==> src/rtl/ct_spsram_1024x64_ctrl.sv <==
// Initiator-side controller for the IFU 1024x64 single-port SRAM: zero-fill
// sweep after reset, then valid/ready requests with a 3-entry read return buffer.
module ct_spsram_1024x64_ctrl #(
    parameter int ADDR_WIDTH = 10,
    parameter int DATA_WIDTH = 64,
    parameter bit INIT_EN    = 1'b1
) (
    input  logic                  forever_cpuclk,
    input  logic                  cpurst_b,
    input  logic                  req_vld,
    output logic                  req_rdy,
    input  logic                  req_wr,
    input  logic [ADDR_WIDTH-1:0] req_addr,
    input  logic [DATA_WIDTH-1:0] req_wdata,
    input  logic [DATA_WIDTH-1:0] req_wmask,
    output logic                  rsp_vld,
    input  logic                  rsp_rdy,
    output logic [DATA_WIDTH-1:0] rsp_rdata,
    output logic                  init_done,
    output logic [ADDR_WIDTH-1:0] sram_a,
    output logic                  sram_cen,
    output logic                  sram_gwen,
    output logic [DATA_WIDTH-1:0] sram_wen,
    output logic [DATA_WIDTH-1:0] sram_d,
    input  logic [DATA_WIDTH-1:0] sram_q
);

    typedef enum logic {ST_INIT = 1'b0, ST_RUN = 1'b1} state_t;

    localparam state_t                ST_RST    = INIT_EN ? ST_INIT : ST_RUN;
    localparam logic [ADDR_WIDTH-1:0] CNT_LAST  = '1;
    localparam logic [ADDR_WIDTH-1:0] CNT_ONE   = {{(ADDR_WIDTH-1){1'b0}}, 1'b1};

    state_t                r_state;
    state_t                w_state_nxt;
    logic [ADDR_WIDTH-1:0] r_init_cnt;

    logic                  r_cap;
    logic [DATA_WIDTH-1:0] r_mem [0:2];
    logic [1:0]            r_wptr;
    logic [1:0]            r_rptr;
    logic [1:0]            r_cnt;

    logic                  w_run;
    logic                  w_init_act;
    logic                  w_hs;
    logic [1:0]            w_occ;
    logic                  w_push;
    logic                  w_pop;

    function automatic logic [1:0] ptr_inc(input logic [1:0] p);
        return (p == 2'd2) ? 2'd0 : p + 2'd1;
    endfunction

    // ---------------- state machine ----------------
    always_ff @(posedge forever_cpuclk or negedge cpurst_b) begin
        if (!cpurst_b) begin
            r_state <= ST_RST;
        end else begin
            r_state <= w_state_nxt;
        end
    end

    always_comb begin
        w_state_nxt = r_state;
        case (r_state)
            ST_INIT: if (r_init_cnt == CNT_LAST) w_state_nxt = ST_RUN;
            ST_RUN:  w_state_nxt = ST_RUN;
            default: w_state_nxt = ST_RST;
        endcase
    end

    always_ff @(posedge forever_cpuclk or negedge cpurst_b) begin
        if (!cpurst_b) begin
            r_init_cnt <= '0;
        end else if (r_state == ST_INIT) begin
            r_init_cnt <= r_init_cnt + CNT_ONE;
        end
    end

    // Gating with cpurst_b keeps every output at its reset value while reset
    // is held, even when the state register already reads RUN (INIT_EN=0).
    assign w_run      = (r_state == ST_RUN)  & cpurst_b;
    assign w_init_act = (r_state == ST_INIT) & cpurst_b;
    assign init_done  = w_run;

    // Credit: in-flight capture plus buffered entries must fit the 3-entry FIFO.
    assign w_occ   = {1'b0, r_cap} + r_cnt;
    assign req_rdy = w_run & (w_occ != 2'd3);
    assign w_hs    = req_vld & req_rdy;

    // ---------------- SRAM pins ----------------
    always_comb begin
        sram_a    = '0;
        sram_cen  = 1'b1;
        sram_gwen = 1'b1;
        sram_wen  = '1;
        sram_d    = '0;
        if (w_init_act) begin
            sram_a    = r_init_cnt;
            sram_cen  = 1'b0;
            sram_gwen = 1'b0;
            sram_wen  = '0;
        end else if (w_hs) begin
            sram_a    = req_addr;
            sram_cen  = 1'b0;
            sram_gwen = ~req_wr;
            sram_wen  = req_wr ? ~req_wmask : '1;
            sram_d    = req_wdata;
        end
    end

    // ---------------- read return path ----------------
    always_ff @(posedge forever_cpuclk or negedge cpurst_b) begin
        if (!cpurst_b) begin
            r_cap <= 1'b0;
        end else begin
            r_cap <= w_hs & ~req_wr;
        end
    end

    assign w_push    = r_cap;
    assign w_pop     = rsp_vld & rsp_rdy;
    assign rsp_vld   = (r_cnt != 2'd0);
    assign rsp_rdata = r_mem[r_rptr];

    always_ff @(posedge forever_cpuclk or negedge cpurst_b) begin
        if (!cpurst_b) begin
            for (int i = 0; i < 3; i++) r_mem[i] <= '0;
            r_wptr <= 2'd0;
            r_rptr <= 2'd0;
            r_cnt  <= 2'd0;
        end else begin
            if (w_push) begin
                r_mem[r_wptr] <= sram_q;
                r_wptr        <= ptr_inc(r_wptr);
            end
            if (w_pop) r_rptr <= ptr_inc(r_rptr);
            case ({w_push, w_pop})
                2'b10:   r_cnt <= r_cnt + 2'd1;
                2'b01:   r_cnt <= r_cnt - 2'd1;
                default: r_cnt <= r_cnt;
            endcase
        end
    end

endmodule

==> config.mk <==
export PLATFORM = sky130hd
export DESIGN_NAME = ct_spsram_1024x64_ctrl
export DESIGN_NICKNAME = d
export VERILOG_FILES = /design/src/rtl/ct_spsram_1024x64_ctrl.sv
export SDC_FILE = /design/constraint.sdc
export NUM_CORES = 1
export LEC_CHECK = 0
export BUFFER_PORTS_ARGS = -buffer_cell sky130_fd_sc_hd__buf_4
export CAP_MARGIN = 10
export CORE_MARGIN = 1
export CORE_UTILIZATION = 40
export CTS_CLUSTER_SIZE = 30
export DETAILED_ROUTE_END_ITERATION = 7
export GPL_TIMING_DRIVEN = 1
export PLACE_DENSITY_LB_ADDON = 0.05
export SLEW_MARGIN = 10
export SYNTH_ARGS = -nofsm -noshare
export SYNTH_HDL_FRONTEND = slang
export SYNTH_SLANG_ARGS = --single-unit
==> constraint.sdc <==
create_clock -name forever_cpuclk -period 4.1 [get_ports forever_cpuclk]
set_clock_uncertainty 0.2 [all_clocks]
set_input_delay 0 -clock forever_cpuclk [delete_from_list [all_inputs] [get_ports forever_cpuclk]]
set_output_delay 0 -clock forever_cpuclk [all_outputs]
set_load 0.03 [all_outputs]
==> impl_metrics.py <==
metrics = {
    "layout": {
        "synthToLayoutAreaGrowth_pct": 42.7,
        "drive_gt1_share_pct": 46.0,
        "fillCellCount": 2508,
        "fin_cells": 1851,
        "nets": 1662,
    },
    "placed_design": {
        "dp.cells": 1734,
        "gp_congestion": 0.882,
        "place_hpwl_um": 23300,
        "portBuffers": 413,
    },
    "setup_path": {
        "critPathMaxFanout": 58,
        "required_ps": 3900,
        "startpoint_type": "register",
        "path_class": "register to primary output",
        "endpoint_kind": "primary output",
        "worst_ep_arrival_time_ps": 2860,
    },
    "timing": {
        "setup_tns_ps": 0,
        "drv_slew": 0,
        "rsz0062_at_grt": "false",
        "setup_violations": 0,
        "tightest_slew_ps": 1060,
        "hold_ws_ps": 80.8,
        "min_period_over_period_pct": 74.5,
        "relSlewSlack_pct": 29.1,
        "fin_crit_ps": 3060,
        "final_hold_viol_count": 0,
        "fmax_ghz": 0.327,
    },
    "logic_synthesis": {
        "ys_seq_area_share_pct": 46.5,
        "syn_area_sq_um": 11300,
        "yosysTopAreaCell": "dfrtp_1",
        "syn_avg_cell_area_sq_um": 11.0,
        "netlist.area_leader.share_pct": 46.5,
        "synth_area_leaders": "dfrtp_1 47%, mux2_2 14%, mux2_4 8.0%, mux2i_1 5.7%, o21ai_0 5.1%",
        "synthCells": 1026,
        "ys_ff_latch": 210,
        "syn_nets": 1236,
        "ys_warn_count": 0,
        "yosysUniqueCellTypes": 36,
    },
    "drt": {
        "drt_iter0_drc": 551,
        "wire_per_inst_um": 19.1,
        "drt_wl_total_um": 35400,
        "vias": 9365,
        "via_per_inst": 5.06,
        "first_pass_iters": 5,
        "drc": 0,
        "ant_nets": 0,
    },
    "cts": {
        "cts_tree": "done",
        "path_clk_slew_ps": 60,
        "post-cts-setup-buffers": 0,
        "clock-root-buffer": "clkbuf_16",
        "clock_path_buffers": 3,
        "h-tree-depth": 1,
        "holdBufCountCts": 69,
        "insertion_delay_ps": 510,
        "ctsResizeCount": 0,
        "clock_sinks": 210,
        "numCtsBuffers": 25,
    },
    "floorplan": {
        "ios": 414,
        "core_sq_um": 27800,
        "initial_core_util_pct": 40.7,
        "die_x_um": 170,
        "design.die.area_sq_um": 28900,
        "fp.dieH_um": 170,
        "rows": 61,
    },
    "global_routing": {
        "grt_pass1_wl_um": 53700,
        "antenna_found_initial": 2,
        "grt_usage_pct": 23.8,
        "grt_start_max_net_pins": 188,
        "grt_pass1_vias": 9444,
        "overflow": 0,
    },
    "job": {
        "max-cap-violations": 0,
    },
    "power_and_ir_drop": {
        "ir_worst_vdd_mv": 0.275,
        "finalPower_mw": 7.22,
        "pwr_density_cell_nw_per_um2": 448,
        "p_leak_nw": 7.87,
    },
    "status": {
        "status": "finished, final reports clean",
    },
    "worst_hold_path": {
        "min_path_type": "input pin to register",
    },
}
==> where the power goes <==
group          leakage [nW]  internal [mW]  switching (mW)
sequential             2.61           2.16           0.138
clock                 0.440           1.50           0.878
combinational          4.81          0.958            1.59
==> placed cells by master, fill, tap and decap left out, types with 2 or more instances in the layout <==
cell and instances:
ha_1 2, bufinv_16 4, dfrtp_1 208, nor3_1 4
nand3_1 65, nor2_1 2, inv_1 5, buf_12 4
clkbuf_1 4, and2_1 64, diode_2 2, clkinv_2 3
mux2_2 136, xnor2_1 7, mux2i_1 64, mux2_4 60
clkbuf_8 7, o21ai_0 114, dlygate4sd3_1 68, a21o_1 2
clkbuf_16 25, xor2_1 5, nand2_1 78, a22o_1 7
o21ai_1 19, a21oi_1 70, buf_4 421
==> area by class of cell <==
cell class | instances | area (sq um) | area share [%]
Antenna cell | 2 | 5.00 | 0.0311
Clock buffer | 36 | 737 | 4.57
Clock inverter | 10 | 160 | 0.994
Inverter | 6 | 22.5 | 0.140
Multi-Input combinational cell | 715 | 5520 | 34.3
Sequential cell | 210 | 5260 | 32.6
Tap cell | 378 | 473 | 2.93
Timing Repair Buffer | 494 | 3940 | 24.4
==> flip-flops by register name, summed over array words and instances (netlist names) <==
signal and flops:
r_wptr 2, r_rptr 2, r_mem 192, r_state 1, r_cnt 2, r_init_cnt 10, r_cap 1
==> worst max-delay path, cell delays in order, from the launching register on <==
cell and delay [ps]:
dfrtp_1 470, ha_2 270, xor2_4 370, buf_4 570, a21oi_1 140, o21ai_0 280, buf_4 230
==> cell families (layout without fill, tap and decap cells) <==
family	after synthesis	in the layout	synth area share, %
multiplexers	260	260	27.2
AND/OR/NAND/NOR	224	224	9.95
AO/OA/AOI/OAI	215	215	10.0
flip-flops	210	210	46.5
buffers and inverters	101	546	4.92
XOR/XNOR	13	13	1.07
adder cells (fa/ha/maj)	3	3	0.332
other	0	2	0
==> Yosys cell counts <==
cell,instances
dfrtp_1,210
mux2_2,136
o21ai_0,114
nand2_1,78
a21oi_1,70
nand3_1,66
and2_1,64
mux2i_1,64
mux2_4,60
clkbuf_1,50
buf_2,26
o21ai_1,19
buf_4,8
a22o_1,7
buf_12,7
xnor2_1,7
inv_1,5
nor3_1,5
xor2_1,5
buf_1,4
ha_1,3
a21o_1,2
nor2_1,2
nor2b_1,2
a211oi_4,1
a21o_2,1
and3b_1,1
inv_2,1
nand3b_1,1
nand4_1,1
nand4b_1,1
nor4_1,1
o41ai_1,1
or2_2,1
or3_4,1
xor2_2,1
==> worst paths after layout <==
path	slack, ps	cells after the start	startpoint	endpoint
worst max-delay path	1040	6	r_cap$_DFF_PN0_	sram_wen[1]
worst min-delay path	80	3	sram_q[42]	r_mem[42]$_DFFE_PN0P_
worst max register to register	1570	4	r_cap$_DFF_PN0_	r_mem[20]$_DFFE_PN0P_
worst min register to register	300	1	r_mem[150]$_DFFE_PN0P_	r_mem[150]$_DFFE_PN0P_
max in group asynchronous	2420	4	cpurst_b	r_mem[180]$_DFFE_PN0P_
min in group asynchronous	430	4	cpurst_b	r_mem[124]$_DFFE_PN0P_
==> per-stage QoR <==
step | util [%] | instance area, sq um | worst slack (ps)
after floorplan | - | 11300 | 1940
after global placement | 52.2 | 14500 | 1570
after detailed placement | 52.2 | 14500 | 1540
after CTS | 58.0 | 16100 | 1040
after global routing | 58.0 | 16100 | 882
final | 58.0 | 16100 | 1040
==> routing by layer <==
layer  wire, um  global-route usage, %
met4       1100                   8.85
met1      14900                   30.2
met2      17000                   39.0
met5          0                      0
met3       2460                   6.23
Note: power is estimated with default switching activity, not from simulation.
